===== config.mk =====
export PLATFORM = sky130hd
export DESIGN_NAME = simple_bram_ctrl_fsm
export DESIGN_NICKNAME = d
export VERILOG_FILES = /design/src/rtl/simple_bram_ctrl_fsm.sv
export SDC_FILE = /design/constraint.sdc
export NUM_CORES = 1
export LEC_CHECK = 0
export ABC_AREA = 1
export CORE_MARGIN = 3
export CORE_UTILIZATION = 40
export DETAILED_ROUTE_END_ITERATION = 8
export MAX_ROUTING_LAYER = met4
export PLACE_DENSITY_LB_ADDON = 0.15
export SETUP_SLACK_MARGIN = 0.2
export SLEW_MARGIN = 0
export SYNTH_ARGS = -nofsm -noshare
export SYNTH_HDL_FRONTEND = slang
export SYNTH_SLANG_ARGS = --single-unit

===== constraint.sdc =====
create_clock -name clk -period 1.9 [get_ports clk]
set_input_delay 0.19 -clock clk [delete_from_list [all_inputs] [get_ports clk]]
set_output_delay 0.19 -clock clk [all_outputs]
set_load 0.005 [all_outputs]

===== src/rtl/simple_bram_ctrl_fsm.sv =====
// ============================================================================
// Module   : simple_bram_ctrl_fsm
// Brief    : BRAM exerciser, writes N words (addr k <- k), reads them back and
//            streams them out. Optional read-back checker: BRAM_CTRL_RD_CHECK_EN.
// Revision : 1.0
// ============================================================================
`default_nettype none

module simple_bram_ctrl_fsm #(
    parameter int DWIDTH   = 16,
    parameter int AWIDTH   = 7,
    parameter int MEM_SIZE = 128
) (
    input  logic              clk,
    input  logic              reset_n,
    input  logic              i_run,
    input  logic [AWIDTH-1:0] i_num_cnt,
    output logic              o_idle,
    output logic              o_write,
    output logic              o_read,
    output logic              o_done,
    output logic [AWIDTH-1:0] addr0,
    output logic              ce0,
    output logic              we0,
    input  logic [DWIDTH-1:0] q0,
    output logic [DWIDTH-1:0] d0,
    output logic              o_valid,
`ifdef BRAM_CTRL_RD_CHECK_EN
    output logic              o_err,
`endif
    output logic [DWIDTH-1:0] o_mem_data
);

    // Word count is limited to what both the address range and the memory hold.
    localparam int MAX_N = (MEM_SIZE < (2**AWIDTH)) ? MEM_SIZE : (2**AWIDTH) - 1;

    typedef enum logic [1:0] {
        S_IDLE  = 2'd0,
        S_WRITE = 2'd1,
        S_READ  = 2'd2,
        S_DONE  = 2'd3
    } state_t;

    state_t            state_q, state_d;
    logic [AWIDTH-1:0] cnt_q, cnt_d;
    logic [AWIDTH-1:0] num_q, num_d;
    logic              valid_q, valid_d;
    logic [AWIDTH-1:0] run_num;
    logic              last;

    assign run_num = (int'(i_num_cnt) > MAX_N) ? AWIDTH'(MAX_N) : i_num_cnt;
    assign last    = (cnt_q == num_q - AWIDTH'(1));

    always_comb begin
        state_d = state_q;
        cnt_d   = cnt_q;
        num_d   = num_q;
        ce0     = 1'b0;
        we0     = 1'b0;
        addr0   = '0;
        d0      = '0;
        case (state_q)
            S_IDLE: begin
                if (i_run) begin
                    num_d   = run_num;
                    cnt_d   = '0;
                    state_d = (run_num == '0) ? S_DONE : S_WRITE;
                end
            end
            S_WRITE: begin
                ce0   = 1'b1;
                we0   = 1'b1;
                addr0 = cnt_q;
                d0    = DWIDTH'(cnt_q);
                if (last) begin
                    cnt_d   = '0;
                    state_d = S_READ;
                end else begin
                    cnt_d = cnt_q + AWIDTH'(1);
                end
            end
            S_READ: begin
                ce0   = 1'b1;
                addr0 = cnt_q;
                if (last) begin
                    cnt_d   = '0;
                    state_d = S_DONE;
                end else begin
                    cnt_d = cnt_q + AWIDTH'(1);
                end
            end
            S_DONE: begin
                state_d = S_IDLE;
            end
            default: begin
                state_d = S_IDLE;
            end
        endcase
        valid_d = ce0 & ~we0;
    end

    always_ff @(posedge clk or negedge reset_n) begin
        if (!reset_n) begin
            state_q <= S_IDLE;
            cnt_q   <= '0;
            num_q   <= '0;
            valid_q <= 1'b0;
        end else begin
            state_q <= state_d;
            cnt_q   <= cnt_d;
            num_q   <= num_d;
            valid_q <= valid_d;
        end
    end

    assign o_idle     = (state_q == S_IDLE);
    assign o_write    = (state_q == S_WRITE);
    assign o_read     = (state_q == S_READ);
    assign o_done     = (state_q == S_DONE);
    assign o_valid    = valid_q;
    assign o_mem_data = q0;

`ifdef BRAM_CTRL_RD_CHECK_EN
    // Address of the read in flight, aligned with q0 when o_valid is high.
    logic [AWIDTH-1:0] rd_idx_q, rd_idx_d;
    logic              err_q, err_d;

    always_comb begin
        rd_idx_d = addr0;
        err_d    = err_q;
        if ((state_q == S_IDLE) && i_run) begin
            err_d = 1'b0;
        end else if (valid_q && (q0 != DWIDTH'(rd_idx_q))) begin
            err_d = 1'b1;
        end
    end

    always_ff @(posedge clk or negedge reset_n) begin
        if (!reset_n) begin
            rd_idx_q <= '0;
            err_q    <= 1'b0;
        end else begin
            rd_idx_q <= rd_idx_d;
            err_q    <= err_d;
        end
    end

    assign o_err = err_q;
`else
`endif

endmodule

`default_nettype wire


; ---- After elaboration in Yosys (flattened, before gate mapping)
; Cells that the tools add are included.
[word_totals]
ff_bits = 17
input_bits = 26
output_inout_bits = 46
[op_classes]
add_sub_neg = 2
eq_ne = 7
mux = 12
bitwise = 2
n_reduce_logical = 7
[ops]
columns = op, count
row1 = $mux W7, 4
row2 = $pmux W7 S2, 1
row3 = $mux W2, 4
row4 = $pmux W2 S4, 1
row5 = $add A7 B1 Y7 const B, 1
row6 = $eq A7 B7 Y1, 1
row7 = $logic_not A7 Y1, 1
row8 = $sub A7 B1 Y7 const B, 1
row9 = $eq A2 B2 Y1 const B, 2
row10 = $ne A2 B1 Y1 const B, 2
row11 = $reduce_and A2 Y1, 2
row12 = $reduce_and A3 Y1, 1
row13 = $eq A2 B1 Y1 const B, 1
row14 = $logic_not A2 Y1, 1
row15 = $mux W1, 2
row16 = $ne A2 B2 Y1 const B, 1
row17 = $reduce_bool A2 Y1, 1
row18 = $reduce_or A2 Y1, 1
row19 = $and A1 B1 Y1, 1
row20 = $not A1 Y1, 1

; ---- Depth between registers and ports, before layout
[depth]
word_depth = 4
ltp_mapped = 12
mapped_depth_nobuf = 12

; ---- Worst setup path after synthesis
; Ideal clock, no wire load.
[synth_path]
path_kind = register to register
from = register num_q[0]
to = register state_q[0]
setup_ps = 117
arrival_time_ps = 1437
required_time_ps = 1783
setup_slack_ps = 346
stages_incl_launch_ff = 13
cell_sequence = dfrtp_1 inv_2 ha_1 nand2_1 inv_1 nor2_1 nand2_1 nor2_1 nand3_2 o21bai_2 nand2_1 nand2_1 nand2_1
[synth_between]
elab_chain_len = 4
word_cells_on_any_way = 5
[synth_rtl]
columns = item, line
row1 = "start, declared", 46  ; logic [AWIDTH-1:0] num_q, num_d;
row2 = "start signal, assigned", 111  ; num_q <= num_d;
row3 = $sub A7 B1 Y7 *, 52  ; assign last = (cnt_q == num_q - AWIDTH'(1));
row4 = $eq A7 B7 Y1 *, 52
row5 = $ne A2 B1 Y1 (no source line), n/a
row6 = $reduce_and A3 Y1 (no source line) *, n/a
row7 = "end signal, assigned", 109  ; state_q <= state_d;
row8 = "end, declared", 44  ; state_t state_q, state_d;
; Mark *: on every way between the ends. The rest lies on a longest branch, timed or not.
; A chain may end at the register's enable or synchronous reset.

; ---- Worst setup path after layout
[layout_path]
from = register state_q[0]
to = output port d0[1]
[layout_between]
elab_chain_len = 2
[layout_rtl]
columns = item, line
row1 = $eq A2 B1 Y1, 62  ; case (state_q)
row2 = $mux W7, 62
row3 = "end, declared", 26  ; output logic [DWIDTH-1:0] d0,
; Every way passes these cells.

==> impl_results.md <==
* Post-Layout Cell Count at 285
* R2r setup slk at 0.30 ns
* Largest cells by area after synthesis: dfrtp_1 30%, nand2_1 15%, buf_4 14%
* CP Buf/Inv Count at 4
* Layout cells sized above 1 at between 20% and 30%
* Post-place setup slack at around 0.12 ns
* Fin Setup TNS at 0 ns
* Vias per cell at 4.49
* Met1 Wirelength at 1.53 mm
* Worst path slowest cell: dfrtp_1
* Inst Count DP at about 270
* Status: finished clean
* CTS tree: yes
* Average wire per standard cell at 11.4 um
* Worst Hold Class: input port to asynchronous set/reset pin
* Hpwl dp at approximately 2.3 mm
* Worst skew pair latency at 0.30 ns
* P&R area growth vs syn at 26.7%
* Tcrit/Tclk final at 87.4%
* Synth unique cells at 27
* CP top delay family: buffers and inverters
* Main synth FF type: dfrtp_1
* I/O pin count at 72
* Largest stage delay, worst path at between 0.4 and 0.5 ns
* Final worst setup slack at 0.239 ns
* Cell Chain, Critical Path: buf_6, ha_4, buf_6, nand2_1, inv_1, dlygate4sd2_1
* Wire length on met3 at 156 um
* Seq/Total Area, Yosys at 30.1%
* Post-route ant nets at 0
* Min Tclk post-route at 1.66 ns
* Synthesized area at 0.00141 mm^2
* Worst EP required at 1.71 ns
* Largest net degree at the start of global routing at 18
* Worst EP arrival at 1.47 ns
* DR pass1 iterations at 4
* Residual DRC at 0
* Total power at 0.00258 W
* Setup crit end kind: output pin
* Reg power frac at 25.1%
* Post-synth top cells: 57 x nand2_1, 30 x inv_1, 26 x buf_4, 19 x nor2_1
* Clk slew on worst S/H paths at approximately 0.1 ns
* CTS Sinks at 17
* DR vias at roughly 1,300
* Slew Limit Fails at 0
* FF+latch area at between 400 and 500 um^2
* Yosys reg bits at 17
* Achievable clock frequency at 602 MHz
* Combinational Power Share at 67.1%
* Final nets at around 270
* Pwr Density at 1440 mW/mm^2
* Gate Count Post-Synth at 212
* Chip width at approximately 65 um
* CTS HTree Levels at 1
* Sw Share at 44.5%
* EDFF count, synth at 0
* Diode count at 0
* Vias in the first global route at approximately 1,200
* 1st-iter DRT viols at 41
* Most used cell, CP: buf_6
* CTS buffer count at 3
* Switching power at 0.00115 W
* Crit start category: flop
* Share of the synthesized area in the top cell type at a little under a third
* Tot GR Track Use at 16.9%
* Most common cell in the netlist: nand2_1
* Crit Path Max Fanout at 5
* Asr flop ratio synth at 100%
* Finish-stage setup viols at 0
* Yosys warns at 0
* VDD IR-drop max at 0.824 mV
* GRT overflow at 0
* Clk root buf: clkbuf_4
* Routability cong. at 0.871
* Num rows at 20
* Initial Utilization at 44.1%
* Int Pwr at 0.00143 W
* Leakage power at 1.02 nW
* Post-Syn Area per Cell at 6.66 um^2
* Die H at roughly 65 um
* RSZ-0062 raised after global routing: yes
* Met2 Routed Length at 1.53 mm
* Maxcap violations at 0
* Post-synth top area cell: dfrtp_1
* Highest Signal Layer: met4
* Port buffer count at 30
* Clk network pwr share at ~7.8%
* Core Region at 0.00320 mm^2
* Die footprint at 0.00428 mm^2
* Hold slack at between 0.2 and 0.25 ns
* Clk_skew at 0.00680 ns
* Hold Vio Cnt, Final at 0
* Multi-input gate area at between 700 and 800 um^2
* Fill count at 318
* WS Path Type: flop to output pin
* Routed WL at 3.26 mm
* Initial antenna violation count at 0
* First-pass GRT wire length at 5.47 mm
* Clk buf depth at 2
-- layout by cell type (no fill, tap or decap), drive strengths merged --
master and n:
nand2 57, inv 34, nor2 22, nand3 18, dfrtp 17, buf 17
clkbuf 11, clkdlybuf4s50 10, conb 9, a21oi 8, dlygate4sd2 6, clkdlybuf4s15 6
ha 6, o22ai 5, o21ai 3, nor3 2, xnor2 1, clkinv 1
mux2 1, o21bai 1, nor4 1, xor2 1, nand3b 1, o211ai 1
or2 1, dlymetal6s2s 1
-- per-layer routing --
layer | vias up | global-route usage [%]
li1 | 678 | -
met1 | 569 | 22.1
met2 | 29 | 26.4
met3 | 4 | 2.22
met4 | 0 | 6.74
met5 | - | -
-- worst paths after layout --
path / end / start / depth (start not counted)
worst max-delay path: d0[1] / state_q[0] / 6
worst min-delay path: state_q[0] / reset_n / 2
worst max register to register: state_q[0] / num_q[0] / 12
worst min register to register: num_q[6] / num_q[6] / 2
max in group asynchronous: cnt_q[0] / reset_n / 2
min in group clk: o_mem_data[0] / q0[0] / 0
-- cells by family (layout without fill, tap and decap cells) --
logic type	after synthesis	after routing	synth area share, %
compound gates	18	18	7.45
xor+xnor	2	2	1.24
fa+ha+maj	6	6	5.32
buf+inv	65	86	24.4
flops	17	17	30.1
mux	1	1	0.798
other cells	1	9	0.266
simple gates	102	102	30.4
-- registers in the layout (all words and copies together) (netlist names) --
register / flops
state_q: 2
o_valid: 1
num_q: 7
cnt_q: 7
-- stage by stage --
stage	util, %	area [um^2]
6_report	55.8	1790
5_1_grt	55.8	1790
4_1_cts	54.5	1750
3_5_place_dp	50.4	1610
3_3_place_gp	50.4	1610
2_1_floorplan	-	1440
-- layout make-up --
type                            count  area share [%]
Sequential cell                    17            23.8
Tap cell                           44            3.08
Inverter                           35            7.35
Timing Repair Buffer               47            23.2
Multi-Input combinational cell    138            41.1
Clock buffer                        4            1.47
-- power groups by stage --
stage | clock [W] | sequential [W] | combinational, W
after floorplan | 0 | 0.000606 | 0.000919
after global placement | 0 | 0.000660 | 0.00134
after detailed placement | 0 | 0.000659 | 0.00134
after CTS | 0.000211 | 0.000638 | 0.00160
after global routing | 0.000230 | 0.000669 | 0.00194
final | 0.000201 | 0.000647 | 0.00173
-- timing repair --
action,4_1_cts,5_1_grt
pin swaps,3,8
endpoints found under the setup margin,22,25
endpoints found under the hold margin,0,0
cloned,0,0
hold buffers,0,0
gates resized for setup,29,33
setup buffers,10,3
(Power assumes the default switching activity.)
